===== src/rtl/seq_pkg.sv =====
// Shared encodings for the instruction sequencer and its decoder.
package seq_pkg;

  localparam int unsigned PC_W = 8;
  localparam int unsigned IR_W = 8;
  localparam int unsigned EN_W = 9;
  localparam int unsigned SRC_W = 4;

  localparam logic [IR_W-1:0] NOP_IR = 8'hC8;

  typedef enum logic [1:0] {
    ST_IDLE  = 2'b00,
    ST_RUN   = 2'b01,
    ST_DRAIN = 2'b10
  } state_e;

  // Opcode prefixes (LOAD is ir[7]==0)
  localparam logic       OP_LOAD = 1'b0;
  localparam logic [1:0] OP_MOVE = 2'b10;
  localparam logic [2:0] OP_ALU  = 3'b110;
  localparam logic [3:0] OP_JMP  = 4'hE;
  localparam logic [3:0] OP_JNZ  = 4'hF;

  // reg_en bit indices
  localparam int unsigned EN_X0   = 0;
  localparam int unsigned EN_X1   = 1;
  localparam int unsigned EN_Y0   = 2;
  localparam int unsigned EN_Y1   = 3;
  localparam int unsigned EN_R    = 4;
  localparam int unsigned EN_M    = 5;
  localparam int unsigned EN_I    = 6;
  localparam int unsigned EN_DM   = 7;
  localparam int unsigned EN_OREG = 8;

  // data_bus source codes; 0..7 are x0..dm in dst-code order
  localparam logic [SRC_W-1:0] SRC_NIBBLE = 4'd8;
  localparam logic [SRC_W-1:0] SRC_IPINS  = 4'd9;
  localparam logic [2:0]       DST_I      = 3'd6;
  localparam logic [2:0]       DST_OREG   = 3'd4;

  // Map a 3-bit destination code to its one-hot register enable
  function automatic logic [EN_W-1:0] dst_enable(input logic [2:0] d);
    logic [EN_W-1:0] en;
    en = '0;
    if (d == DST_OREG) en[EN_OREG] = 1'b1;
    else               en[d]       = 1'b1;
    return en;
  endfunction

endpackage


===== src/rtl/instruction_sequencer_if.sv =====
// Program-memory and control-output bundle of the sequencer.
interface instruction_sequencer_if;
  import seq_pkg::*;

  logic                  run;
  logic [IR_W-1:0]       pm_data;
  logic                  r_eq_0;
  logic [PC_W-1:0]       pm_addr;
  logic [PC_W-1:0]       pc;
  logic [IR_W-1:0]       ir;
  logic                  ir_valid;
  logic [1:0]            state;
  logic [3:0]            nibble_ir;
  logic [SRC_W-1:0]      source_sel;
  logic [EN_W-1:0]       reg_en;
  logic                  i_sel;
  logic                  x_sel;
  logic                  y_sel;

  modport master (
    input  run, pm_data, r_eq_0,
    output pm_addr, pc, ir, ir_valid, state,
           nibble_ir, source_sel, reg_en, i_sel, x_sel, y_sel
  );

  modport slave (
    output run, pm_data, r_eq_0,
    input  pm_addr, pc, ir, ir_valid, state,
           nibble_ir, source_sel, reg_en, i_sel, x_sel, y_sel
  );
endinterface


===== src/rtl/instruction_decoder.sv =====
// Combinational decode of the executing instruction into control outputs.
module instruction_decoder
  import seq_pkg::*;
(
  input  logic [IR_W-1:0]  ir,
  input  logic             ir_valid,
  input  logic             r_eq_0,
  output logic [SRC_W-1:0] source_sel,
  output logic [EN_W-1:0]  reg_en,
  output logic             i_sel,
  output logic             x_sel,
  output logic             y_sel,
  output logic [3:0]       nibble_ir,
  output logic             jump_taken,
  output logic [PC_W-1:0]  jump_target
);

  assign jump_target = PC_W'({ir[3:0], 4'h0});

  // Everything is held at zero while ir is not valid
  always_comb begin
    source_sel = '0;
    reg_en     = '0;
    i_sel      = 1'b0;
    x_sel      = 1'b0;
    y_sel      = 1'b0;
    nibble_ir  = '0;
    jump_taken = 1'b0;
    if (ir_valid) begin
      nibble_ir = ir[3:0];
      if (ir[7] == OP_LOAD) begin
        source_sel = SRC_NIBBLE;
        reg_en     = dst_enable(ir[6:4]);
      end else if (ir[7:6] == OP_MOVE) begin
        reg_en     = dst_enable(ir[5:3]);
        source_sel = SRC_W'(ir[2:0]);
        if (ir[2:0] == ir[5:3]) begin
          if (ir[5:3] == DST_I) i_sel      = 1'b1;
          else                  source_sel = SRC_IPINS;
        end
      end else if (ir[7:5] == OP_ALU) begin
        reg_en[EN_R] = 1'b1;
        x_sel        = ir[4];
        y_sel        = ir[3];
      end else if (ir[7:4] == OP_JMP) begin
        jump_taken = 1'b1;
      end else begin
        jump_taken = ~r_eq_0;
      end
    end
  end

endmodule


===== src/rtl/instruction_sequencer.sv =====
// Program sequencer: pc, 2-stage fetch/execute pipeline and run/halt FSM.
module instruction_sequencer
  import seq_pkg::*;
(
  input  logic                    clk,
  input  logic                    sync_reset,
  instruction_sequencer_if.master bus
);

  state_e          state_q, state_d;
  logic [PC_W-1:0] pc_q, pc_d;
  logic [IR_W-1:0] ir_q, ir_d;
  logic            ir_valid_q, ir_valid_d;
  logic            jump_taken;
  logic [PC_W-1:0] jump_target;

  instruction_decoder u_dec (
    .ir          (ir_q),
    .ir_valid    (ir_valid_q),
    .r_eq_0      (bus.r_eq_0),
    .source_sel  (bus.source_sel),
    .reg_en      (bus.reg_en),
    .i_sel       (bus.i_sel),
    .x_sel       (bus.x_sel),
    .y_sel       (bus.y_sel),
    .nibble_ir   (bus.nibble_ir),
    .jump_taken  (jump_taken),
    .jump_target (jump_target)
  );

  // State register
  always_ff @(posedge clk or posedge sync_reset) begin
    if (sync_reset) state_q <= ST_IDLE;
    else            state_q <= state_d;
  end

  // Next state: DRAIN lasts exactly one cycle
  always_comb begin
    state_d = state_q;
    case (state_q)
      ST_IDLE:  if (bus.run) state_d = ST_RUN;
      ST_RUN:   if (!bus.run) state_d = ST_DRAIN;
      ST_DRAIN: state_d = bus.run ? ST_RUN : ST_IDLE;
      default:  state_d = ST_IDLE;
    endcase
  end

  // Pipeline update: taken jump beats fetch; leaving RUN flushes ir
  always_comb begin
    pc_d       = pc_q;
    ir_d       = ir_q;
    ir_valid_d = ir_valid_q;
    if (state_q == ST_RUN) begin
      if (jump_taken) begin
        pc_d       = jump_target;
        ir_d       = NOP_IR;
        ir_valid_d = 1'b0;
      end else if (bus.run) begin
        pc_d       = pc_q + PC_W'(1);
        ir_d       = bus.pm_data;
        ir_valid_d = 1'b1;
      end else begin
        ir_d       = NOP_IR;
        ir_valid_d = 1'b0;
      end
    end else begin
      ir_d       = NOP_IR;
      ir_valid_d = 1'b0;
    end
  end

  // pc / ir registers
  always_ff @(posedge clk or posedge sync_reset) begin
    if (sync_reset) begin
      pc_q       <= '0;
      ir_q       <= NOP_IR;
      ir_valid_q <= 1'b0;
    end else begin
      pc_q       <= pc_d;
      ir_q       <= ir_d;
      ir_valid_q <= ir_valid_d;
    end
  end

  assign bus.pm_addr  = pc_q;
  assign bus.pc       = pc_q;
  assign bus.ir       = ir_q;
  assign bus.ir_valid = ir_valid_q;
  assign bus.state    = 2'(state_q);

endmodule


===== src/flat_wrapper.sv =====
// flat-port wrapper written by rule: the top's interface ports become plain ports
module instruction_sequencer_flat import seq_pkg::*;
  (clk, sync_reset, bus_run, bus_pm_data, bus_r_eq_0, bus_pm_addr, bus_pc, bus_ir, bus_ir_valid, bus_state, bus_nibble_ir, bus_source_sel, bus_reg_en, bus_i_sel, bus_x_sel, bus_y_sel);
  instruction_sequencer_if bus_i ();
  input  logic clk;
  input  logic sync_reset;
  input wire logic [$bits(bus_i.run)-1:0] bus_run;
  input wire logic [$bits(bus_i.pm_data)-1:0] bus_pm_data;
  input wire logic [$bits(bus_i.r_eq_0)-1:0] bus_r_eq_0;
  output wire logic [$bits(bus_i.pm_addr)-1:0] bus_pm_addr;
  output wire logic [$bits(bus_i.pc)-1:0] bus_pc;
  output wire logic [$bits(bus_i.ir)-1:0] bus_ir;
  output wire logic [$bits(bus_i.ir_valid)-1:0] bus_ir_valid;
  output wire logic [$bits(bus_i.state)-1:0] bus_state;
  output wire logic [$bits(bus_i.nibble_ir)-1:0] bus_nibble_ir;
  output wire logic [$bits(bus_i.source_sel)-1:0] bus_source_sel;
  output wire logic [$bits(bus_i.reg_en)-1:0] bus_reg_en;
  output wire logic [$bits(bus_i.i_sel)-1:0] bus_i_sel;
  output wire logic [$bits(bus_i.x_sel)-1:0] bus_x_sel;
  output wire logic [$bits(bus_i.y_sel)-1:0] bus_y_sel;
  assign bus_i.run = bus_run;
  assign bus_i.pm_data = bus_pm_data;
  assign bus_i.r_eq_0 = bus_r_eq_0;
  assign bus_pm_addr = bus_i.pm_addr;
  assign bus_pc = bus_i.pc;
  assign bus_ir = bus_i.ir;
  assign bus_ir_valid = bus_i.ir_valid;
  assign bus_state = bus_i.state;
  assign bus_nibble_ir = bus_i.nibble_ir;
  assign bus_source_sel = bus_i.source_sel;
  assign bus_reg_en = bus_i.reg_en;
  assign bus_i_sel = bus_i.i_sel;
  assign bus_x_sel = bus_i.x_sel;
  assign bus_y_sel = bus_i.y_sel;
  instruction_sequencer u_core (.clk(clk), .sync_reset(sync_reset), .bus(bus_i));
endmodule

===== config.mk =====
export PLATFORM = sky130hd
export DESIGN_NAME = instruction_sequencer_flat
export DESIGN_NICKNAME = d
export VERILOG_FILES = /design/src/rtl/seq_pkg.sv /design/src/rtl/instruction_sequencer_if.sv /design/src/rtl/instruction_decoder.sv /design/src/rtl/instruction_sequencer.sv /design/src/flat_wrapper.sv
export SDC_FILE = /design/constraint.sdc
export NUM_CORES = 1
export LEC_CHECK = 0
export ABC_AREA = 1
export CAP_MARGIN = 40
export CORE_ASPECT_RATIO = 1.4
export CORE_MARGIN = 2
export CORE_UTILIZATION = 43
export CTS_BUF_LIST = sky130_fd_sc_hd__clkbuf_8
export DETAILED_ROUTE_END_ITERATION = 12
export PLACE_DENSITY = 0.82
export SETUP_SLACK_MARGIN = 0.02
export SLEW_MARGIN = 10
export SYNTH_ARGS = -nofsm -noshare
export SYNTH_HDL_FRONTEND = slang
export SYNTH_SLANG_ARGS = --single-unit

===== constraint.sdc =====
create_clock -name clk -period 2.3 [get_ports clk]
set_clock_uncertainty 0.15 [all_clocks]
set_input_delay 0.69 -clock clk [delete_from_list [all_inputs] [get_ports clk]]
set_output_delay 0.69 -clock clk [all_outputs]
set_load 0.005 [all_outputs]

* After elaboration in Yosys (flattened, before gate mapping)
Cells that the tools add are included.
Word-level totals: bits in registers 19, input bits 12, output and inout bits 47
Operators by class: $add $sub $neg 1, magnitude comparators 4, equal/unequal tests 11, mux-type cells 50, bitwise logic cells 1, reductions and logical operators 6
Operator list (count):
- 8-bit 2-to-1 mux | 7
- 4-bit 2-to-1 mux | 8
- 1-bit 2-to-1 mux | 28
- 9-bit 2-to-1 mux | 2
- 3-bit equality test (second input constant) | 4
- 3-bit by 5-bit < comparator with 1-bit output (second input constant) | 2
- 8-bit by 1-bit adder with 8-bit output (second input constant) | 1
- 1-bit demux with 3-bit select | 2
- 3-bit by 1-bit greater-or-equal comparator with 1-bit output (second input constant) | 2
- 2-bit case mux with 3 select lines | 1
- 2-bit equality test (second input constant) | 2
- 4-bit equality test (second input constant) | 1
- 2-bit 2-to-1 mux | 2
- 2-bit != test (second input constant) | 2
- 2-bit AND reduction | 2
- 3-bit equality test | 1
- 2-bit by 1-bit equality test with 1-bit output (second input constant) | 1
- 1-bit logical AND | 2
- 2-bit zero test | 1
- 2-bit nonzero test | 1
- 1-bit inverter | 1

* Depth between registers and ports, before layout
depth after elaboration 8, gate-level depth with buffers 11, mapped depth without buffers 9

* Hierarchy
Synthesis repeated with hierarchy kept, for this count alone.
Unflattened totals: cells, all modules 207, area total of the unflattened synthesis 1446.4 µm²
By module, submodules not included:
- instruction_sequencer | instances 1, cells an instance 121, area an instance 975.9 µm², seq. area each 479.2 µm²
- instruction_decoder | instances 1, cells an instance 86, area an instance 470.5 µm², seq. area each 0.0 µm²

* Worst setup path after synthesis
Ideal clock, no wire load.
kind register to output, from register u_core.ir_q[7], in the netlist u_core.bus.ir[7], to output bus_i_sel, arrival time 1235 ps, data required time 1460 ps, slack 225 ps, cell stages (with the launch flop) 6, buffers on the path 1, path through dfstp_2 -> buf_4 -> inv_1 -> nor2_1 -> nand4_1 -> nor2_1
Between the ends: longest elaborated chain between the ends 4
RTL lines:
- from (decl) | RTL line instruction_sequencer.sv:12 | logic [IR_W-1:0] ir_q, ir_d;
- from (signal assigned) | RTL line instruction_sequencer.sv:80 | ir_q <= ir_d;
- 2-bit equality test | RTL line instruction_decoder.sv:34 | end else if (ir[7:6] == OP_MOVE) begin
- 1-bit 2-to-1 mux | RTL line instruction_decoder.sv:34
- 1-bit 2-to-1 mux * | RTL line instruction_decoder.sv:31 | if (ir[7] == OP_LOAD) begin
- 1-bit 2-to-1 mux * | RTL line instruction_decoder.sv:29 | if (ir_valid) begin
- to (decl) | RTL line flat_wrapper.sv:18 | output wire logic [$bits(bus_i.i_sel)-1:0] bus_i_sel;
Mark *: on every way between the ends. The rest lies on a longest branch, timed or not.

* Worst setup path after layout
from register u_core.ir_q[4], in the netlist u_core.bus.ir[4], to output bus_source_sel[3]
Between the ends: longest elaborated chain between the ends 6, elaborated cells on any way between the ends 7
RTL lines:
- 3-bit equality test | RTL line instruction_decoder.sv:38 | if (ir[5:3] == DST_I) i_sel = 1'b1;
- 4-bit 2-to-1 mux | RTL line instruction_decoder.sv:38
- 4-bit 2-to-1 mux * | RTL line instruction_decoder.sv:37 | if (ir[2:0] == ir[5:3]) begin
- 4-bit 2-to-1 mux * | RTL line instruction_decoder.sv:34
- 4-bit 2-to-1 mux * | RTL line instruction_decoder.sv:31
- 4-bit 2-to-1 mux * | RTL line instruction_decoder.sv:29
- to (decl) | RTL line flat_wrapper.sv:16 | output wire logic [$bits(bus_i.source_sel)-1:0] bus_source_sel;
Marks and branches as above.

==> summary.md <==
- 1.308 mW — Total Power Consumption
- 0.26 ns — clock insertion delay at the later pin of the skew report
- 27 — number of different library cells in the post-synthesis netlist
- simple AND/OR/NAND/NOR gates — dominant combinational cell family by area after synthesis
- 34.49% — switching part of the total power
- 3.340% — area share of xor/xnor cells in the synthesized design
- 3513 µm² — area of the die
- 34.64% — Synth Area in Simple Gates
- 0 — reported max-cap violation count
- 4 — number of detailed-route iterations in the first pass
- 0 — Post-DRT Antenna Nets
- 0 — Syn. warnings
- sky130_fd_sc_hd__dfrtp_1 — most instantiated flip-flop cell in the synthesis netlist
- 19 — number of register bits inferred by synthesis
- 83.35% — post-layout utilization of the core
- 70 — First DRT Iteration DRCs
- 6 — critical path peak fanout
- 0 — Max Slew Vio Count
- sky130_fd_sc_hd__inv_1 — dominant cell by count in the synthesized netlist
- 37.5% — portion of total power attributed to sequential cells
- true — unrepaired setup endpoints after global routing
- 19 — clock sinks
- 2926 µm — HPWL reported at the end of detailed placement
- 196 — post-synthesis net count
- 545.5 nW/µm² — pwr dens
- 183 — cell count after synthesis
- 0 — remaining routing DRC violations
- 0.46 ns — delay contributed by the slowest stage of the critical path
- primary output — CP Capture Type
- register to register — worst hold path class
- 298 — NumNets Final
- 483.0 µm² — Register Area
- 45.57% — Initial Utilization
- 44.6% — combinational power share
- 0 — GRT Residual Overflow
- 69.34 µm — Chip Height
- 0.07 ns — clock-pin transition on the worst setup and hold timing paths
- 7.729% — compound-gate portion of the synthesized area
- 3 — number of buffers created by CTS
- sky130_fd_sc_hd__dfrtp_2 — Worst path slowest cell
- 753.2 µm² — Multi-input gate area
- 82.92% — area growth from synthesis to layout
- sky130_fd_sc_hd__dfrtp_1 — post-synth top area cell
- 1,655 — via count of the first global-routing pass
- 1 — number of H-tree levels
- 294 — cell total after placement
- 2878 µm² — core area
- complete, but fails checks — result of the run
- 0.8673 — routability-driven placement congestion ratio
- 41.55% — fraction of final layout cells with drive strength greater than 1
- 1.268 nW — Lkg Pwr
- 23 — number of core rows
- setup timing — violated checks
- 16.32 µm — WL/cell
- -0.2133 ns — Final Worst Setup Slack
- 0 — final-report hold violation count
- 1311 µm² — Cell Area, Synth
- 7652 µm — wire length of the first global-routing pass
- 50.67 µm — floorplan die width
- 397.9 MHz — highest clock frequency the design can meet
- xnor2_1 -> nand4_1 -> buf_4 -> a21oi_2 -> buf_2 — crit-path cells
- yes — CTS tree
- 321 — count of non-filler cells in the finished layout
- 36.55% — part of the Yosys area used for sequential elements
- 5.355 — vias per cell
- 0.8572 mW — cell-internal power
- 100.0% — share of flip-flops with an asynchronous set or reset
- 2 — number of buffers on the longest clock path
- 13 — total of endpoints with negative setup slack in the final report
- 141 — total of fill cells in the finished design
- 59 — Boundary Pins
- 18.0% — Clk network pwr share
- 71.35% — slew margin rel.
- sky130_fd_sc_hd__clkbuf_8 — master cell of the clock root buffer
- 30.53% — Yosys top cell area share
- 109.3% — post-route clock period utilization
- 0.6858 mV — Worst VDD drop
- register — startpoint class of the critical path
- 58 — IO buf count
- flip-flops — cell family with most CP delay
- 20 — maximum number of pins on one net before global-route repair
- sky130_fd_sc_hd__inv_1, sky130_fd_sc_hd__nand2_1, sky130_fd_sc_hd__nand3_1 — cell types with the highest counts after synthesis
- 2 — count of buffering cells on the critical path with inverters included
- 1.67 ns — worst endpoint data arrival time
- register to primary output — Setup CP Type
- 0 — number of enable flip-flop cells after synthesis
- 0.4282 ns — slew at the pin closest to its max-slew limit
- 5240 µm — Routed WL
- 0.4513 mW — switching pwr
- 0% — post-synthesis mux area share
- sky130_fd_sc_hd__dfrtp_1, sky130_fd_sc_hd__inv_1, sky130_fd_sc_hd__nand3_1 — top cells by area in the synthesized netlist
- 7.165 µm² — average footprint of a synthesized cell
- 1.46 ns — Critical Path RT
- 1,719 — routed via count
- 0 — antenna fix cells
- 27.98% — Total Routing Usage GR
- 2.513 ns — Final Critical Period
- 0.9542% — synthesized-area fraction occupied by adder cells
- 0 — number of antenna violations at the first check in global routing
-- power by group through the flow --
| stage | sequential (mW) | combinational [mW] | clock, mW |
|---|---|---|---|
| 5_1_grt | 0.502 | 0.625 | 0.256 |
| 6_report | 0.491 | 0.583 | 0.235 |
| 3_3_place_gp | 0.483 | 0.491 | 0 |
| 2_1_floorplan | 0.479 | 0.257 | 0 |
| 3_5_place_dp | 0.487 | 0.502 | 0 |
| 4_1_cts | 0.481 | 0.537 | 0.238 |
-- per-layer routing --
layer	share of wire, %	routed length, µm	GRT usage (%)
met2	52	2745	49.85
met3	4.4	228	4.095
met4	6.1	318	15.92
met1	37	1948	30.51
met5	0	0	0
-- metrics by stage --
| step | hold WS [ns] | area (µm²) | worst slack (ns) | setup TNS (ns) |
|---|---|---|---|---|
| after floorplan | 0.3103 | 1311 | 0.2254 | 0 |
| after global placement | 0.3165 | 2058 | -0.1053 | -0.6957 |
| after detailed placement | 0.3215 | 2058 | -0.1201 | -0.9762 |
| after CTS | 0.3328 | 2283 | -0.1499 | -0.5347 |
| after global routing | 0.3520 | 2399 | -0.2528 | -2.190 |
| final | 0.3278 | 2399 | -0.2133 | -1.380 |
-- final timing paths --
check / start / endpoint / slack (ns) / cells after the start
max in group asynchronous: sync_reset / u_core.bus.ir[3]$_DFF_PP1_ / 1.13 / 3
hold / removal: u_core.bus.state[0]$_DFFE_PP0P_ / u_core.bus.state[0]$_DFFE_PP0P_ / 0.33 / 1
hold reg to reg: u_core.bus.state[0]$_DFFE_PP0P_ / u_core.bus.state[0]$_DFFE_PP0P_ / 0.33 / 1
setup reg to reg: u_core.bus.ir[7]$_DFF_PP1_ / u_core.bus.pc[4]$_DFFE_PP0P_ / 0.12 / 12
setup / recovery: u_core.bus.ir[4]$_DFF_PP0_ / bus_source_sel[3] / -0.21 / 5
min in group asynchronous: sync_reset / u_core.bus.ir[4]$_DFF_PP0_ / 0.61 / 3
-- cell usage in the layout, fill, tap and decap left out, drive strengths merged, types with 5 or more instances in the layout --
cell type / n
inv: 36
a21oi: 6
clkdlybuf4s50: 34
clkbuf: 5
xnor2: 5
nor2: 22
dfrtp: 16
nand2: 38
buf: 63
o21ai: 7
nand3: 25
dlymetal6s2s: 5
-- timing repair --
action / CTS / global route
hold buffers: 0 / 0
gates resized for setup: 84 / 36
endpoints found under the setup margin: 21 / 38
setup buffers: 19 / 6
pin swaps: 13 / 18
-- kinds of logic after synthesis --
logic type | after synthesis
buf+inv | 47
xor+xnor | 5
simple gates | 93
fa+ha+maj | 1
compound gates | 18
flops | 19
-- layout make-up --
class / instances / share of cell area, %
flip-flops and latches: 19 / 20.14
well taps: 37 / 1.930
clock inverters: 1 / 0.2087
inverters: 36 / 5.738
repair buffers: 108 / 38.86
multi-input cells: 117 / 31.40
clock buffers: 3 / 1.721
-- flip-flops by register name, indices dropped and copies added, names as in the netlist --
name	count
u_core.bus.ir	8
u_core.bus.pc	8
u_core.bus.state	2
u_core.bus.ir_valid	1
Note: power is estimated with default switching activity, not from simulation.
